`src/rtl/tag_memory_nway.sv`:
```
// N-way set-associative tag store with true-LRU replacement and per-line valid/dirty state.
// Optional hit/miss counters are enabled by defining TAG_MEMORY_NWAY_STATS_EN.
module tag_memory_nway #(
    parameter int CACHE_BLOCK_CAPACITY = 128,
    parameter int N_WAY                = 4,
    parameter int BW_TAG               = 20,
    localparam int NUM_SETS            = CACHE_BLOCK_CAPACITY / N_WAY,
    localparam int BW_SET              = $clog2(NUM_SETS),
    localparam int BW_WAY              = $clog2(N_WAY)
) (
    input  logic                     clock_i,
    input  logic                     reset_i,
`ifdef TAG_MEMORY_NWAY_STATS_EN
    input  logic                     stat_clr_i,
    output logic [31:0]              stat_hit_o,
    output logic [31:0]              stat_miss_o,
`endif
    output logic                     init_done_o,
    input  logic                     req_i,
    input  logic [1:0]               op_i,
    input  logic                     rw_i,
    input  logic [BW_TAG-1:0]        tag_i,
    input  logic [BW_SET-1:0]        set_i,
    output logic                     ready_o,
    output logic                     done_o,
    output logic                     hit_o,
    output logic [BW_SET+BW_WAY-1:0] addr_o,
    output logic [BW_TAG-1:0]        victim_tag_o,
    output logic                     victim_valid_o,
    output logic                     victim_dirty_o
);
    typedef enum logic [1:0] {S_INIT, S_IDLE, S_COMPARE} state_e;
    typedef enum logic [1:0] {OP_LOOKUP, OP_FILL, OP_INVAL, OP_PROBE} op_e;

    state_e              state_q;
    op_e                 op_q;
    logic                rw_q;
    logic [BW_TAG-1:0]   req_tag_q;
    logic [BW_SET-1:0]   set_q;
    logic [BW_SET-1:0]   cnt_q;
    logic                ready_q, init_done_q, done_q, hit_q;
    logic [BW_SET+BW_WAY-1:0] addr_q;
    logic [BW_TAG-1:0]   vtag_q;
    logic                vvalid_q, vdirty_q;

    logic [BW_TAG-1:0]   tag_mem_q [NUM_SETS][N_WAY];
    logic [N_WAY-1:0]    valid_q   [NUM_SETS];
    logic [N_WAY-1:0]    dirty_q   [NUM_SETS];
    logic [BW_WAY-1:0]   age_q     [NUM_SETS][N_WAY];

    logic [N_WAY-1:0]    hit_vec;
    logic                cmp_hit, hit_found, any_inv, fill_miss;
    logic [BW_WAY-1:0]   hit_way, inv_way, lru_way, victim_way, tgt_way, old_age;
    logic [BW_WAY-1:0]   promote_age [N_WAY];
    logic [BW_WAY-1:0]   demote_age  [N_WAY];
    logic                vvalid_d, vdirty_d;
    logic [BW_TAG-1:0]   vtag_d;

    always_comb begin
        hit_vec   = '0;
        hit_way   = '0;
        hit_found = 1'b0;
        inv_way   = '0;
        any_inv   = 1'b0;
        lru_way   = '0;
        for (int unsigned w = 0; w < N_WAY; w++) begin
            hit_vec[w] = valid_q[set_q][w] && (tag_mem_q[set_q][w] == req_tag_q);
            if (hit_vec[w] && !hit_found) begin
                hit_way   = BW_WAY'(w);
                hit_found = 1'b1;
            end
            if (!valid_q[set_q][w] && !any_inv) begin
                inv_way = BW_WAY'(w);
                any_inv = 1'b1;
            end
            if (age_q[set_q][w] == BW_WAY'(N_WAY - 1))
                lru_way = BW_WAY'(w);
        end
        cmp_hit    = |hit_vec;
        victim_way = any_inv ? inv_way : lru_way;
        fill_miss  = (op_q == OP_FILL) && !cmp_hit;
        tgt_way    = cmp_hit ? hit_way : (fill_miss ? victim_way : '0);
        old_age    = age_q[set_q][tgt_way];
        // Promotion and demotion both keep each set's ages a permutation of 0..N_WAY-1.
        for (int unsigned w = 0; w < N_WAY; w++) begin
            if (BW_WAY'(w) == tgt_way) begin
                promote_age[w] = '0;
                demote_age[w]  = BW_WAY'(N_WAY - 1);
            end else begin
                promote_age[w] = (age_q[set_q][w] < old_age) ? age_q[set_q][w] + 1'b1 : age_q[set_q][w];
                demote_age[w]  = (age_q[set_q][w] > old_age) ? age_q[set_q][w] - 1'b1 : age_q[set_q][w];
            end
        end
        vvalid_d = fill_miss && valid_q[set_q][victim_way];
        vdirty_d = vvalid_d && dirty_q[set_q][victim_way];
        vtag_d   = vvalid_d ? tag_mem_q[set_q][victim_way] : '0;
    end

    always_ff @(posedge clock_i or posedge reset_i) begin
        if (reset_i) begin
            state_q     <= S_INIT;
            cnt_q       <= '0;
            op_q        <= OP_LOOKUP;
            rw_q        <= 1'b0;
            req_tag_q   <= '0;
            set_q       <= '0;
            ready_q     <= 1'b0;
            init_done_q <= 1'b0;
            done_q      <= 1'b0;
            hit_q       <= 1'b0;
            addr_q      <= '0;
            vtag_q      <= '0;
            vvalid_q    <= 1'b0;
            vdirty_q    <= 1'b0;
        end else begin
            done_q <= 1'b0;
            case (state_q)
                S_INIT: begin
                    valid_q[cnt_q] <= '0;
                    dirty_q[cnt_q] <= '0;
                    for (int unsigned w = 0; w < N_WAY; w++)
                        age_q[cnt_q][w] <= BW_WAY'(w);
                    if (cnt_q == BW_SET'(NUM_SETS - 1)) begin
                        state_q     <= S_IDLE;
                        init_done_q <= 1'b1;
                        ready_q     <= 1'b1;
                    end else begin
                        cnt_q <= cnt_q + BW_SET'(1);
                    end
                end
                S_IDLE: begin
                    if (req_i && ready_q) begin
                        op_q      <= op_e'(op_i);
                        rw_q      <= rw_i;
                        req_tag_q <= tag_i;
                        set_q     <= set_i;
                        ready_q   <= 1'b0;
                        state_q   <= S_COMPARE;
                    end
                end
                S_COMPARE: begin
                    done_q   <= 1'b1;
                    ready_q  <= 1'b1;
                    state_q  <= S_IDLE;
                    hit_q    <= cmp_hit && (op_q != OP_FILL);
                    addr_q   <= {set_q, tgt_way};
                    vtag_q   <= vtag_d;
                    vvalid_q <= vvalid_d;
                    vdirty_q <= vdirty_d;
                    case (op_q)
                        OP_LOOKUP, OP_FILL: begin
                            if (cmp_hit || fill_miss) begin
                                for (int unsigned w = 0; w < N_WAY; w++)
                                    age_q[set_q][w] <= promote_age[w];
                            end
                            if (cmp_hit && rw_q)
                                dirty_q[set_q][hit_way] <= 1'b1;
                            if (fill_miss) begin
                                tag_mem_q[set_q][victim_way] <= req_tag_q;
                                valid_q[set_q][victim_way]   <= 1'b1;
                                dirty_q[set_q][victim_way]   <= rw_q;
                            end
                        end
                        OP_INVAL: begin
                            if (cmp_hit) begin
                                valid_q[set_q][hit_way] <= 1'b0;
                                dirty_q[set_q][hit_way] <= 1'b0;
                                for (int unsigned w = 0; w < N_WAY; w++)
                                    age_q[set_q][w] <= demote_age[w];
                            end
                        end
                        OP_PROBE: ;
                    endcase
                end
                default: state_q <= S_INIT;
            endcase
        end
    end

    assign init_done_o    = init_done_q;
    assign ready_o        = ready_q;
    assign done_o         = done_q;
    assign hit_o          = hit_q;
    assign addr_o         = addr_q;
    assign victim_tag_o   = vtag_q;
    assign victim_valid_o = vvalid_q;
    assign victim_dirty_o = vdirty_q;

`ifdef TAG_MEMORY_NWAY_STATS_EN
    logic [31:0] stat_hit_q, stat_miss_q;

    // Counted on the edge that registers done_o, so the counters move with the pulse.
    always_ff @(posedge clock_i or posedge reset_i) begin
        if (reset_i) begin
            stat_hit_q  <= '0;
            stat_miss_q <= '0;
        end else if (stat_clr_i) begin
            stat_hit_q  <= '0;
            stat_miss_q <= '0;
        end else if (state_q == S_COMPARE && op_q == OP_LOOKUP) begin
            if (cmp_hit) begin
                if (stat_hit_q != '1) stat_hit_q <= stat_hit_q + 32'd1;
            end else begin
                if (stat_miss_q != '1) stat_miss_q <= stat_miss_q + 32'd1;
            end
        end
    end

    assign stat_hit_o  = stat_hit_q;
    assign stat_miss_o = stat_miss_q;
`else
    // Default build carries no statistics counters.
`endif

endmodule

```
`config.mk`:
```
export PLATFORM = sky130hd
export DESIGN_NAME = tag_memory_nway
export DESIGN_NICKNAME = d
export VERILOG_FILES = /design/src/rtl/tag_memory_nway.sv
export SDC_FILE = /design/constraint.sdc
export NUM_CORES = 2
export LEC_CHECK = 0
export CORE_ASPECT_RATIO = 0.6
export CORE_UTILIZATION = 51
export DETAILED_ROUTE_END_ITERATION = 12
export GPL_TIMING_DRIVEN = 0
export PLACE_DENSITY = 0.77
export REMOVE_ABC_BUFFERS = 1
export SYNTH_ARGS = -nofsm -noshare
export SYNTH_HDL_FRONTEND = slang
export SYNTH_SLANG_ARGS = --single-unit
```
`constraint.sdc`:
```
create_clock -name clock_i -period 15.9 [get_ports clock_i]
set_clock_uncertainty 0.1 [all_clocks]
set_input_delay 3.18 -clock clock_i [delete_from_list [all_inputs] [get_ports clock_i]]
set_output_delay 3.18 -clock clock_i [all_outputs]
set_load 0.01 [all_outputs]
```
[After elaboration in Yosys (flattened, before gate mapping)]
Memories as Yosys holds them, arrays and structs flattened.
Cells that the tools add are included.
W data, S select, Z words.
Storage, ports and cells
  flip-flop bits (word level): 68
  RAM bits: 3072
  input port bits: 31
  output and inout port bits: 33
  memories: 4
Memories
  tag_mem_q: depth 32, bits a word 80, read ports 1, clocked after memory_dff 0, write ports 1, RTL line 46  | logic [BW_TAG-1:0] tag_mem_q [NUM_SETS][N_WAY];
  age_q: depth 32, bits a word 8, read ports 1, clocked after memory_dff 0, write ports 1, RTL line 49  | logic [BW_WAY-1:0] age_q [NUM_SETS][N_WAY];
  dirty_q: depth 32, bits a word 4, read ports 1, clocked after memory_dff 0, write ports 1, RTL line 48  | logic [N_WAY-1:0] dirty_q [NUM_SETS];
  valid_q: depth 32, bits a word 4, read ports 1, clocked after memory_dff 0, write ports 1, RTL line 47  | logic [N_WAY-1:0] valid_q [NUM_SETS];
Operators by class
  add/subtract/negate cells: 9
  $lt $le $gt $ge: 15
  eq/ne operators: 18
  muxes and demuxes: 104
  bitwise operators: 19
  reduce and logical (&&, ||, !) cells: 49
Operators with widths (number)
  $eq A20 B20 Y1: 4
  $mux W20: 4
  $mux W80: 1
  $mux W2: 33
  $mux W1: 45
  $bmux W20 S2: 1
  $demux W20 S2: 1
  $mux W4: 8
  $logic_and A1 B1 Y1: 24
  $or A1 B1 Y1: 16
  $mux W5: 3
  $reduce_or A4 Y1: 3
  $eq A2 B2 Y1 const B: 5
  $logic_not A1 Y1: 10
  $add A2 B1 Y2 const B: 4
  $gt A2 B2 Y1: 4
  $lt A2 B2 Y1: 4
  $mux W8: 1
  $reduce_and A2 Y1: 4
  $reduce_or A8 Y1: 1
  $sub A2 B1 Y2 const B: 4
  $ge A3 B3 Y1 const B: 2
  $logic_not A2 Y1: 3
  $lt A2 B3 Y1 const B: 2
  other kinds (20): 27

[Longest topological paths before layout]
An unclocked memory read counts as a cell.
  depth after elaboration: 23
  mapped depth: 29

[Worst setup path before layout]
OpenSTA, ideal clock, no wires.
  path type: register to register
  start: reg set_q[0]
  end: mem age_q[0][7] (netlist name), data pin
  setup time: 0.491 ns
  arrival: 7.508 ns
  path slack: 7.802 ns
  cell stages (with the launch flop): 25
  path buffers: 8
  period minus slack after synthesis: 8.098 ns
  path through: dfrtp_1 -> buf_6 -> buf_12 -> buf_6 -> buf_2 -> buf_2 -> buf_1 -> buf_2 -> mux4_2 -> a22oi_1 -> nand4b_1 -> ha_1 -> o31a_1 -> o21ai_1 -> inv_1 -> nand2_1 -> a211o_1 -> and2_1 -> clkbuf_1 -> mux2_2 -> ha_1 -> a21oi_1 -> a21boi_0 -> o21ai_0 -> a311oi_1
Between the ends
  cells in the longest elaborated chain, start to end: 23
Ends and longest elaborated chain
  from (decl): RTL line 39  | logic [BW_SET-1:0] set_q;
  from (signal assigned): RTL line 136  | set_q <= set_i;
  $mem_v2 Z32 W80
  $eq A20 B20 Y1: RTL line 67  | hit_vec[w] = valid_q[set_q][w] && (tag_mem_q[set_q][w] == req_tag_q);
  $logic_and A1 B1 Y1: RTL line 67
  $mux W1: RTL line 68  | if (hit_vec[w] && !hit_found) begin
  $logic_not A1 Y1: RTL line 68
  $logic_and A1 B1 Y1: RTL line 68
  $mux W1: RTL line 68
  $logic_not A1 Y1: RTL line 68
  [... 6 more ...]
  $not A2 Y3 (implied by the code): RTL line 83  | old_age = age_q[set_q][tgt_way];
  $bmux W2 S2: RTL line 83
  $mux W2 (implied by the code) (2 in series): RTL line 83
  $lt A2 B2 Y1 or $gt A2 B2 Y1 (tied branches): RTL line 90, 91
  $mux W2 (on tied branches): RTL line 90, 91
  $mux W2: RTL line 86  | if (BW_WAY'(w) == tgt_way) begin
  $mux W2 (no source line)
  $mux W8 (no source line) *
  to (decl): RTL line 49
Every way passes the cells marked *; elsewhere a longest branch is shown, timed or not. The select of a mux whose other input is x is not followed.

[Worst setup path after layout]
  start: reg set_q[1]
  end: mem age_q[14][7] (netlist name), data pin
Same word-level chain as after synthesis.

==> results <==
- The area used by multi-input combinational logic is approximately 31000 µm².
- In this run the worst hold path is classified as flop to flop.
- STA classifies the critical path endpoint as a flop.
- Dividing the detail-routed wire length by the instance count gives 35.40 µm.
- The fraction of registers with async set or reset after synthesis is 0.02166.
- The share of the Yosys chip area taken by registers is 0.7451.
- The die is 643.9 µm wide.
- In the synthesized netlist, the number of instances is roughly 7.3k.
- Of the total power, the share spent switching nets is 0.3703.
- Dividing total power by cell area gives a power density of between 150 and 200 nW/µm².
- The relative max-transition margin is -0.1084.
- VDD sags by at most 0.1695 mV.
- The mean area per synthesized cell is approximately 17 µm².
- The number of ports placed on the die boundary is 64.
- The worst endpoint data arrival time is roughly 11 ns.
- The largest fanout on the critical path is 53.
- The number of hold-slack violations in the final timing report is 0.
- The detailed router placed 76.32k vias in this run.
- The sum of negative setup slack is 0 ns.
- The hold buffer count at cts is 0.
- The first detailed-routing pass ran for 9 iterations.
- The half-perimeter wire length after placement is approximately 240000 µm.
- The count of flip-flops with a built-in enable after synthesis is 3072.
- The count of max-cap constraint violations is 6.
- The area of the die is roughly 250000 µm².
- After clock tree synthesis, the clock-pin slew on the worst setup and hold paths is around 0.06 ns.
- The run finished, with violations left.
- The routing usage on met2 is 0.4157.
- The congestion estimate from routability-driven global placement came to roughly 0.95.
- Gates resized during post-CTS repair numbered 0.
- The number of storage elements in the synthesis netlist is between 3k and 4k.
- By instance count, the cell type seen most on the critical path is sky130_fd_sc_hd__buf_16.
- The floorplan has 140 rows.
- The sequential cells in the finished layout cover a total of approximately 94000 µm².
- The worst slack at placement is approximately 5.8 ns.
- For this run, the total global-route usage over all layers was measured as 0.3041.
- For this run, design rule violations remaining after detail routing come to 0.
- In the final layout, the share of cells above drive strength 1 is 0.1415.
- The netlist area before placement is 126100 µm².
- The via count of the first global-routing pass is 72.42k.
- The CTS sink count is around 3.1k.
- The core box area is ~240000 µm².
- The layer with the highest usage is met1.
- The data required time of the worst path is 16.47 ns.
- The final critical-path share of the clock period is 0.6454.
- The maximum number of pins on one net before global-route repair is 91.
- The internal power of the cells is 16.71 mW.
- The highest clock frequency the design can meet is roughly 97 MHz.
- The number of nets with antenna violations after routing is 0.
- The maximum number of buffers from clock root to sink is 4.
- After filler insertion, the fill cell instance count of the layout stands at 16.98k.
- The clock share of power is 0.247.
- The cell with the biggest individual delay on the critical path is sky130_fd_sc_hd__nor4_4.
- The proportion of power drawn by combinational gates is 0.346.
- CTS placed an instance of sky130_fd_sc_hd__clkbuf_16 at the clock tree root.
- Once the clock tree was built, the setup fixing pass inserted 0 buffers.
- The H-tree depth is 5.
- The layout overhead on the synthesized area is 14.58%.
- The met1 capacity usage during global routing is 0.4278.
- The y dimension of the die is slightly below 400 µm.
- The part of the power in registers is 0.407.
- The largest stage delay on the critical path is around 0.97 ns.
- In the global route stage, met3 resource usage came out at 0.1310.
- After layout, the minimum clock period comes to approximately 10 ns.
- The total wire length after detailed routing is between 300000 and 400000 µm.
- For this run, the leading register cell type out of synthesis is sky130_fd_sc_hd__edfxtp_1.
- For this run, the number of Yosys warnings is 0.
- Setup violations remaining at the end of the flow were counted as 0.
- Once layout is complete, the cells apart from fillers number 10.98k.
- The final reports fail on capacitance limit, slew limit.
- The final global-route overflow total is 0.
- The initial core utilization is 0.5164.
- The measured slew at the worst slew-check pin is 1.647 ns.
- The critical path launch point type is a flop.
- Summed over all cells, the static leakage comes to slightly below 50 nW.
- The number of buffers inserted by port buffering is 63.
- The TritonCTS clock tree is yes.
- The initial antenna violation count is 16.
- The ratio of routed vias to standard cells is ~6.9.
- The first global-routing pass estimated between 500000 and 600000 µm of wire.
- Setup repair after global routing left no endpoint under its margin.
- The post-synthesis cell type count is 76.
- The number of DRC markers in iteration 0 is between 10k and 15k.
- The number of buffers inserted during clock tree synthesis is between 200 and 300.
- The max-slew violation count is 38.
- The number of nets at the end of the flow is around 7.5k.
- The worst path meets setup with between 5 and 6 ns of slack.
- Counting tap cells, the placed design contains a total of between 10k and 15k instances.
- The analysis attributes to net switching a power of between 9 and 10 mW.
- The clock insertion delay at the later pin of the skew report is between 0.8 and 0.9 ns.
- The critical path is of the flop to flop type.
cell type report:
class | count | area share
Multi-Input combinational cell | 3714 | 0.2171
Timing Repair Buffer | 350 | 0.04446
Inverter | 20 | 0.0005370
Antenna cell | 13 | 0.0002252
Tap cell | 3266 | 0.02829
Sequential cell | 3140 | 0.6509
Clock buffer | 348 | 0.05048
Clock inverter | 131 | 0.007985
cell families after synthesis:
kind of cell,after synthesis,share of synthesized area
flip-flops,3140,0.7451
multiplexers,1532,0.1356
AND/OR/NAND/NOR,1145,0.04490
AO/OA/AOI/OAI,990,0.05127
buffers and inverters,480,0.01940
XOR/XNOR,34,0.002362
adder cells (fa/ha/maj),13,0.001290
cells in the final DEF, fill, tap and decap left out, types with 13 or more instances in the layout:
master,netlist,final
sky130_fd_sc_hd__edfxtp_1,3072,3072
sky130_fd_sc_hd__mux2i_1,1380,1379
sky130_fd_sc_hd__o22ai_1,654,653
sky130_fd_sc_hd__nand2_1,283,283
sky130_fd_sc_hd__clkbuf_16,0,281
sky130_fd_sc_hd__nor2_1,390,259
sky130_fd_sc_hd__mux4_2,140,140
sky130_fd_sc_hd__nor4_1,186,139
sky130_fd_sc_hd__nor2_4,0,128
sky130_fd_sc_hd__buf_12,1,127
sky130_fd_sc_hd__a21oi_1,98,97
sky130_fd_sc_hd__buf_16,0,96
sky130_fd_sc_hd__clkbuf_1,121,66
sky130_fd_sc_hd__clkdlybuf4s50_1,0,63
sky130_fd_sc_hd__clkinv_1,0,60
sky130_fd_sc_hd__nand3_1,63,59
sky130_fd_sc_hd__nor4_2,2,48
sky130_fd_sc_hd__nand4_1,46,46
sky130_fd_sc_hd__o21ai_0,48,45
sky130_fd_sc_hd__a22oi_1,43,43
sky130_fd_sc_hd__dfrtp_1,68,43
sky130_fd_sc_hd__buf_4,59,32
sky130_fd_sc_hd__clkinv_2,0,30
sky130_fd_sc_hd__and3_1,27,27
sky130_fd_sc_hd__a21o_1,27,27
sky130_fd_sc_hd__xor2_1,26,26
sky130_fd_sc_hd__dfrtp_4,0,22
sky130_fd_sc_hd__inv_1,20,19
sky130_fd_sc_hd__bufinv_16,0,18
sky130_fd_sc_hd__a22o_1,16,16
sky130_fd_sc_hd__nor3_1,23,16
sky130_fd_sc_hd__nand3b_1,14,14
sky130_fd_sc_hd__nand2b_1,15,14
sky130_fd_sc_hd__a311oi_1,15,14
sky130_fd_sc_hd__diode_2,0,13
sky130_fd_sc_hd__ha_1,13,13
sky130_fd_sc_hd__buf_8,0,13
layer usage:
metal	share of wire	routed length (µm)
met1	0.36	139800
met2	0.41	158300
met3	0.18	71510
met4	0.049	19120
met5	0.00014	56
worst paths after layout:
path                                               to                       start  depth (start not counted)  slack, ns
setup / recovery               age_q[14][7]$_DFFE_PP_        set_q[1]$_DFFE_PP0P_                         25       5.64
hold / removal             victim_valid_o$_DFFE_PP0P_  victim_valid_o$_DFFE_PP0P_                          2       0.38
setup reg to reg               age_q[14][7]$_DFFE_PP_        set_q[1]$_DFFE_PP0P_                         25       5.64
hold reg to reg            victim_valid_o$_DFFE_PP0P_  victim_valid_o$_DFFE_PP0P_                          2       0.38
max in group asynchronous   req_tag_q[19]$_DFFE_PP0P_                     reset_i                          3      12.51
min in group asynchronous       addr_o[3]$_DFFE_PP0P_                     reset_i                          2       2.58
power groups by stage:
stage	sequential [mW]	clock (mW)	combinational (mW)
finish	10.8	6.56	9.18
floorplan	11.3	0	6.49
detailed placement	10.9	0	8.53
global placement	12.0	0	8.48
CTS	10.8	6.53	8.60
global route	10.8	6.85	9.31
worst max-delay path, delay by kind of cell (launching register included):
kind / cells / cell delay, ns
flip-flops: 1 / 0.81
AND/OR/NAND/NOR: 6 / 3.04
multiplexers: 4 / 1.18
buffers and inverters: 8 / 2.19
AO/OA/AOI/OAI: 5 / 2.08
XOR/XNOR: 1 / 0.23
adder cells (fa/ha/maj): 1 / 0.24
Yosys cell counts, drive strengths merged, types with 6 or more instances:
cell / count / area, µm²
nand3: 63 / 315.3
and2: 9 / 56.30
a22oi: 43 / 322.8
buf: 339 / 1917
xor2: 26 / 227.7
nand2b: 15 / 93.84
a31o: 6 / 52.55
ha: 13 / 162.7
a311oi: 15 / 131.4
a21o: 27 / 202.7
and3b: 7 / 61.31
and3: 27 / 168.9
o211ai: 9 / 67.56
nand4bb: 6 / 67.56
edfxtp: 3072 / 92250
or2: 6 / 37.54
nor2b: 7 / 43.79
clkbuf: 121 / 454.2
inv: 20 / 75.07
nor2: 390 / 1464
nor4: 190 / 1231
or4: 8 / 75.07
a21oi: 99 / 499.2
nand2: 283 / 1062
nand4b: 16 / 165.2
a31oi: 12 / 75.07
o22ai: 654 / 4091
nor3: 24 / 125.1
xnor2: 8 / 70.07
o31ai: 18 / 272.8
o21ai: 54 / 274.0
a21boi: 6 / 45.04
nand3b: 14 / 105.1
mux2: 12 / 135.1
mux2i: 1380 / 13810
a22o: 16 / 140.1
mux4: 140 / 3153
nand4: 48 / 312.8
dfrtp: 68 / 1702
registers in the layout, indices dropped and copies added (netlist names), 2 cells and up:
signal,cells
valid_q,128
set_q,5
state_q,2
op_q,2
addr_o,7
victim_tag_o,20
cnt_q,5
age_q,256
dirty_q,128
req_tag_q,20
tag_mem_q,2560
per-stage QoR:
stage / hold slack (ns) / area (µm²) / util / power, mW
floorplan: 0.3932 / 123700 / - / 17.79
global placement: 0.3609 / 128400 / 0.5260 / 20.48
detailed placement: 0.3658 / 135900 / 0.5564 / 19.46
CTS: 0.3813 / 144300 / 0.5910 / 25.88
global route: 0.4069 / 144400 / 0.5915 / 26.96
finish: 0.3782 / 144500 / 0.5916 / 26.53
Note: power is estimated with default switching activity, not from simulation.
